File: src/rtl/uart_pkg.sv
// rtl/uart_pkg.sv - shared types, parity codes and baud helper for the UART transmitter
package uart_pkg;

    typedef enum logic [2:0] {
        IDLE,
        START,
        DATA,
        PARITY,
        STOP
    } tx_state_t;

    localparam int PARITY_NONE = 0;
    localparam int PARITY_ODD  = 1;
    localparam int PARITY_EVEN = 2;

    function automatic int clks_per_bit(input int freq, input int baud);
        return freq / baud;
    endfunction

endpackage

File: src/rtl/uart_tx_fifo_byte_fifo.sv
// rtl/uart_tx_fifo_byte_fifo.sv - show-ahead synchronous byte FIFO feeding the serializer
module byte_fifo
    import uart_pkg::*;
#(
    parameter int DEPTH = 4,
    parameter int WIDTH = 8
) (
    input  logic                     clk,
    input  logic                     reset,
    input  logic                     push,
    input  logic                     pop,
    input  logic [WIDTH-1:0]         din,
    output logic [WIDTH-1:0]         dout,
    output logic                     full,
    output logic                     empty,
    output logic [$clog2(DEPTH):0]   count
);

    localparam int AW = $clog2(DEPTH);

    logic [AW:0]      wr_q, wr_d;
    logic [AW:0]      rd_q, rd_d;
    logic [WIDTH-1:0] mem_q [DEPTH];
    logic             do_push;
    logic             do_pop;

    // Pointers carry one extra wrap bit so full and empty are distinguishable.
    assign count   = wr_q - rd_q;
    assign full    = (count == (AW+1)'(DEPTH));
    assign empty   = (wr_q == rd_q);
    assign do_push = push && !full;
    assign do_pop  = pop && !empty;
    assign dout    = mem_q[rd_q[AW-1:0]];

    always_comb begin
        wr_d = wr_q;
        rd_d = rd_q;
        if (do_push) begin
            wr_d = wr_q + 1'b1;
        end
        if (do_pop) begin
            rd_d = rd_q + 1'b1;
        end
    end

    always_ff @(posedge clk or posedge reset) begin
        if (reset) begin
            wr_q <= '0;
            rd_q <= '0;
        end else begin
            wr_q <= wr_d;
            rd_q <= rd_d;
        end
    end

    always_ff @(posedge clk) begin
        if (do_push) begin
            mem_q[wr_q[AW-1:0]] <= din;
        end
    end

endmodule

File: src/rtl/uart_tx_fifo_top.sv
// rtl/uart_tx_fifo_top.sv - FIFO-buffered UART transmitter, LSB-first frames with optional parity
module uart_tx_fifo_top
    import uart_pkg::*;
#(
    parameter int CLK_FREQ_HZ = 100_000_000,
    parameter int BAUD_RATE   = 115200,
    parameter int PARITY      = 0,
    parameter int STOP_BITS   = 1,
    parameter int FIFO_DEPTH  = 4
) (
    input  logic                           clk,
    input  logic                           reset,
    input  logic [7:0]                     tx_data,
    input  logic                           tx_valid,
    output logic                           tx_ready,
    output logic                           txd,
    output logic                           busy,
    output logic [$clog2(FIFO_DEPTH):0]    fifo_count
);

    localparam int             CPB        = clks_per_bit(CLK_FREQ_HZ, BAUD_RATE);
    localparam int             BW         = (CPB > 1) ? $clog2(CPB) : 1;
    localparam logic [BW-1:0]  BAUD_LAST  = BW'(CPB - 1);
    localparam logic [2:0]     STOP_LAST  = 3'(STOP_BITS - 1);
    localparam bit             HAS_PARITY = (PARITY != PARITY_NONE);

    tx_state_t       state_q, state_d;
    logic [BW-1:0]   baud_q, baud_d;
    logic [2:0]      bit_q, bit_d;
    logic [7:0]      shift_q, shift_d;
    logic            par_q, par_d;
    logic            txd_q, txd_d;

    logic            fifo_pop;
    logic            fifo_full;
    logic            fifo_empty;
    logic [7:0]      fifo_dout;
    logic            bit_end;
    logic            load;

    function automatic logic parity_bit(input logic [7:0] b);
        return (PARITY == PARITY_EVEN) ? ^b : ~^b;
    endfunction

    byte_fifo #(
        .DEPTH (FIFO_DEPTH),
        .WIDTH (8)
    ) u_fifo (
        .clk   (clk),
        .reset (reset),
        .push  (tx_valid),
        .pop   (fifo_pop),
        .din   (tx_data),
        .dout  (fifo_dout),
        .full  (fifo_full),
        .empty (fifo_empty),
        .count (fifo_count)
    );

    assign tx_ready = !fifo_full;
    assign txd      = txd_q;
    assign busy     = (state_q != IDLE) || !fifo_empty;
    assign bit_end  = (baud_q == BAUD_LAST);

    // txd_d is the line level for the state being entered, so txd stays a pure flop output.
    always_comb begin
        state_d  = state_q;
        baud_d   = baud_q;
        bit_d    = bit_q;
        shift_d  = shift_q;
        par_d    = par_q;
        txd_d    = txd_q;
        fifo_pop = 1'b0;
        load     = 1'b0;

        if (state_q != IDLE) begin
            baud_d = bit_end ? '0 : baud_q + 1'b1;
        end

        case (state_q)
            IDLE: begin
                txd_d = 1'b1;
                load  = !fifo_empty;
            end
            START: begin
                if (bit_end) begin
                    state_d = DATA;
                    bit_d   = 3'd0;
                    txd_d   = shift_q[0];
                end
            end
            DATA: begin
                if (bit_end) begin
                    shift_d = shift_q >> 1;
                    if (bit_q == 3'd7) begin
                        bit_d = 3'd0;
                        if (HAS_PARITY) begin
                            state_d = uart_pkg::PARITY;
                            txd_d   = par_q;
                        end else begin
                            state_d = STOP;
                            txd_d   = 1'b1;
                        end
                    end else begin
                        bit_d = bit_q + 3'd1;
                        txd_d = shift_q[1];
                    end
                end
            end
            uart_pkg::PARITY: begin
                if (bit_end) begin
                    state_d = STOP;
                    txd_d   = 1'b1;
                end
            end
            STOP: begin
                if (bit_end) begin
                    if (bit_q == STOP_LAST) begin
                        bit_d = 3'd0;
                        if (fifo_empty) begin
                            state_d = IDLE;
                            txd_d   = 1'b1;
                        end else begin
                            load = 1'b1;
                        end
                    end else begin
                        bit_d = bit_q + 3'd1;
                    end
                end
            end
            default: begin
                state_d = IDLE;
                txd_d   = 1'b1;
            end
        endcase

        // Shared by IDLE and end-of-STOP so back-to-back frames have no idle gap.
        if (load) begin
            fifo_pop = 1'b1;
            shift_d  = fifo_dout;
            par_d    = parity_bit(fifo_dout);
            state_d  = START;
            baud_d   = '0;
            bit_d    = 3'd0;
            txd_d    = 1'b0;
        end
    end

    always_ff @(posedge clk or posedge reset) begin
        if (reset) begin
            state_q <= IDLE;
            baud_q  <= '0;
            bit_q   <= 3'd0;
            shift_q <= 8'd0;
            par_q   <= 1'b0;
            txd_q   <= 1'b1;
        end else begin
            state_q <= state_d;
            baud_q  <= baud_d;
            bit_q   <= bit_d;
            shift_q <= shift_d;
            par_q   <= par_d;
            txd_q   <= txd_d;
        end
    end

endmodule

File: config.mk
export PLATFORM = sky130hd
export DESIGN_NAME = uart_tx_fifo_top
export DESIGN_NICKNAME = d
export VERILOG_FILES = /design/src/rtl/uart_pkg.sv /design/src/rtl/uart_tx_fifo_byte_fifo.sv /design/src/rtl/uart_tx_fifo_top.sv
export SDC_FILE = /design/constraint.sdc
export NUM_CORES = 1
export LEC_CHECK = 0
export ABC_CLOCK_PERIOD_IN_PS = 2400
export CAP_MARGIN = 0
export CORE_UTILIZATION = 54
export DETAILED_ROUTE_END_ITERATION = 8
export PLACE_DENSITY = 0.76
export RECOVER_POWER = 100
export SYNTH_ARGS = -nofsm -noshare
export SYNTH_HDL_FRONTEND = slang
export SYNTH_HIERARCHICAL = 1
export SYNTH_SLANG_ARGS = --single-unit
File: constraint.sdc
create_clock -name clk -period 2.4 [get_ports clk]
set_input_delay 0.24 -clock clk [delete_from_list [all_inputs] [get_ports clk]]
set_output_delay 0.24 -clock clk [all_outputs]
set_load 0.05 [all_outputs]
==> results.json <==
{
  "clkSinkCount": 63,
  "n_antenna_cell": 0,
  "mostFrequentLayoutCell": "edfxtp_1",
  "fmax_mhz": 432,
  "synth.distinct_cells": 61,
  "irDropWorstVdd_mv": 1.39,
  "path_max_fanout": 8,
  "dpl-instance-area_um2": 3430,
  "synth_edf_count": 32,
  "clock_latency_ps": 340,
  "layout_common_cells": "edfxtp_1, dfrtp_1, o22a_1",
  "drc_errors": 0,
  "postSynth.asyncResetShare_pct": 49.2,
  "cts.path.max_buffers": 2,
  "multi_input_comb_area_um2": 1320,
  "cts_tree": "yes",
  "hold_buffers": 0,
  "critPathMaxStageDelay_ps": 410,
  "timing.critical_path.cells": "inv_2, ha_1, inv_1, fa_2, xnor3_2, buf_4, a21boi_4, and2_2",
  "fin_area_um2": 3660,
  "routed_wl_um": 5710,
  "cap_violations": 0,
  "layout_min_cycle_time_ps": 2310,
  "cts-root-buf": "clkbuf_8",
  "htreeDepth": 3,
  "dieArea_um2": 6120,
  "die_h_um": 78.2,
  "crit_path_end_kind": "register",
  "drive_above_1_share_pct": 26.0,
  "syn_area_per_cell_um2": 13.2,
  "grt_setup_unrepaired": "yes",
  "detail_route.vias_per_cell": 5.90,
  "grt_pass1_wl_um": 9850,
  "seq_area_frac_synth_pct": 55.4,
  "first_global_vias": 2030,
  "start_kind": "register",
  "synth_area_um2": 3140,
  "cts_made_buffers": 9,
  "crit_type": "register to register",
  "seq_area_um2": 1740,
  "finalHoldViolCount": 0,
  "fin_util_pct": 66.1,
  "portBuffers": 16,
  "instances_no_fill": 345,
  "total_power_mw": 4.92,
  "setup_viol": 0,
  "drt-initial-drc-count": 124,
  "area_growth_pct": 16.7,
  "antenna_found_initial": 0,
  "min_path_type": "input port to async pin",
  "worst_path_max_delay_cell": "dfrtp_1",
  "first_pass_iters": 4,
  "gp_congestion": 0.836,
  "place_inst": 324,
  "worst_ep_required_time_ps": 2430,
  "ys_ff_latch": 63,
  "grt_max_degree": 26,
  "ant_nets": 0,
  "fillCellCount": 411,
  "grt-ovfl-total": 0,
  "power_density_nw_per_um2": 1350,
  "worstMarginPinSlew_ps": 1430,
  "drt-wirelength-per-cell_um": 16.6,
  "ioPinCount": 17,
  "dp_hpwl_um": 3930,
  "die_w_um": 78.2,
  "critical_path_arrival_ps": 2340,
  "synthCells": 237,
  "start_util_pct": 56.6,
  "slew_violations": 0,
  "core_um2": 5540,
  "syn_nets": 260,
  "vias": 2037,
  "path_clk_slew_ps": 70,
  "status": "finished clean",
  "rows": 27,
  "layout.nets": 291,
  "fin_worst_skew_ps": 5.75,
  "tns_ps": 0,
  "slew_headroom_pct": 4.99,
  "yosys_warnings": 6,
  "ys_dominant_reg_cell": "edfxtp_1",
  "post-route-period-util_pct": 96.4,
  "grtUsageTotal_pct": 21.6,
  "p_leak_nw": 1.39
}
## what timing repair did
item / 4_1_cts / 5_1_grt
setup endpoints to repair: 2 / 27
resized for setup: 5 / 6
setup buffers: 1 / 4
pin swaps: 0 / 1
## Yosys cell counts, types with 2 or more instances
master,n,area [µm²]
and2_1,2,12.5
inv_1,14,52.6
a31oi_1,4,25.0
or3_1,2,12.5
and2_2,5,37.5
o21ai_0,7,35.0
nand3_1,6,30.0
ha_1,11,138
dfrtp_1,30,751
edfxtp_1,32,961
nor2b_1,2,12.5
a211oi_1,3,22.5
or3b_1,3,26.3
xor2_1,2,17.5
o22a_1,15,131
o22ai_1,2,12.5
o21ai_1,2,10.0
nand2_1,11,41.3
buf_2,8,40.0
nand4_1,2,12.5
xnor2_1,3,26.3
nor3_2,3,30.0
a22o_1,4,35.0
inv_2,2,7.51
mux4_2,8,180
a21o_1,6,45.0
a21oi_1,6,30.0
nor2_1,9,33.8
## worst max-delay path: cells and delay by family (launching register included)
family | cells | cell delay [ps]
AOI/OAI and AO/OA | 1 | 210
xor gates and xnor gates | 1 | 230
adders and majority gates | 2 | 510
buffers and inverters | 3 | 330
DFF | 1 | 410
and+or+nand+nor | 1 | 310
## layout make-up
type                       instances  share of cell area, %
multi-input combinational        148                   36.0
tap                               72                   2.46
timing repair buffer              30                   7.72
inverter                          16                   1.64
sequential                        63                   47.5
clock inverter                     7                   1.33
clock buffer                       9                   3.38
## worst paths after layout
path                                                  from                      endpoint  slack [ps]  cells past startpoint
min in group clk                    shift_q[4]$_DFFE_PP0P_        shift_q[4]$_DFFE_PP0P_         490                      1
worst min register to register      shift_q[4]$_DFFE_PP0P_        shift_q[4]$_DFFE_PP0P_         490                      1
worst max register to register  u_fifo/wr_q[0]$_DFFE_PP0P_  u_fifo/mem_q[0][0]$_DFFE_PP_          90                      8
max in group asynchronous                            reset         baud_q[1]$_DFFE_PP0P_         730                      3
worst min-delay path                                 reset    u_fifo/wr_q[1]$_DFFE_PP0P_         280                      2
worst max-delay path            u_fifo/wr_q[0]$_DFFE_PP0P_  u_fifo/mem_q[0][0]$_DFFE_PP_          90                      8
## kinds of logic (layout without fill, tap and decap cells)
family	count (synthesis)	after routing	synth area share, %
AOI/OAI and AO/OA	64	64	16.4
xor gates and xnor gates	6	6	2.15
adders and majority gates	12	12	5.02
buffers and inverters	26	62	3.55
DFF	63	63	55.4
muxes	9	9	6.10
and+or+nand+nor	57	57	11.4
## where the power goes
group / switching [mW] / leakage [nW] / total [mW] / internal (mW)
logic: 1.26 / 0.624 / 2.42 / 1.15
clock network: 0.421 / 0.0793 / 0.794 / 0.373
registers: 0.245 / 0.682 / 1.71 / 1.47
total: 1.93 / 1.39 / 4.92 / 2.99
## layer usage
metal	vias up	wire, µm	share of wire (%)	global-route usage, %
met4	0	87	1.5	10.0
met5	-	0	0	0
met3	12	200	3.5	5.93
met2	34	2770	48	33.3
met1	1018	2660	46	28.4
li1	973	-	-	-
## metrics by stage
step | hold WS [ps] | setup slack, ps
finish | 276 | 87.6
global route | 289 | -17.3
CTS | 137 | 9.42
detailed placement | 478 | 86.0
global placement | 475 | 185
floorplan | 31.0 | 33.6
## flip-flops by register name (all words and copies together) (netlist names)
signal	flops
u_fifo/mem_q	32
baud_q	10
shift_q	8
bit_q	3
state_q	3
u_fifo/rd_q	3
u_fifo/wr_q	3
txd	1
Power figures use the tool's default switching activity.
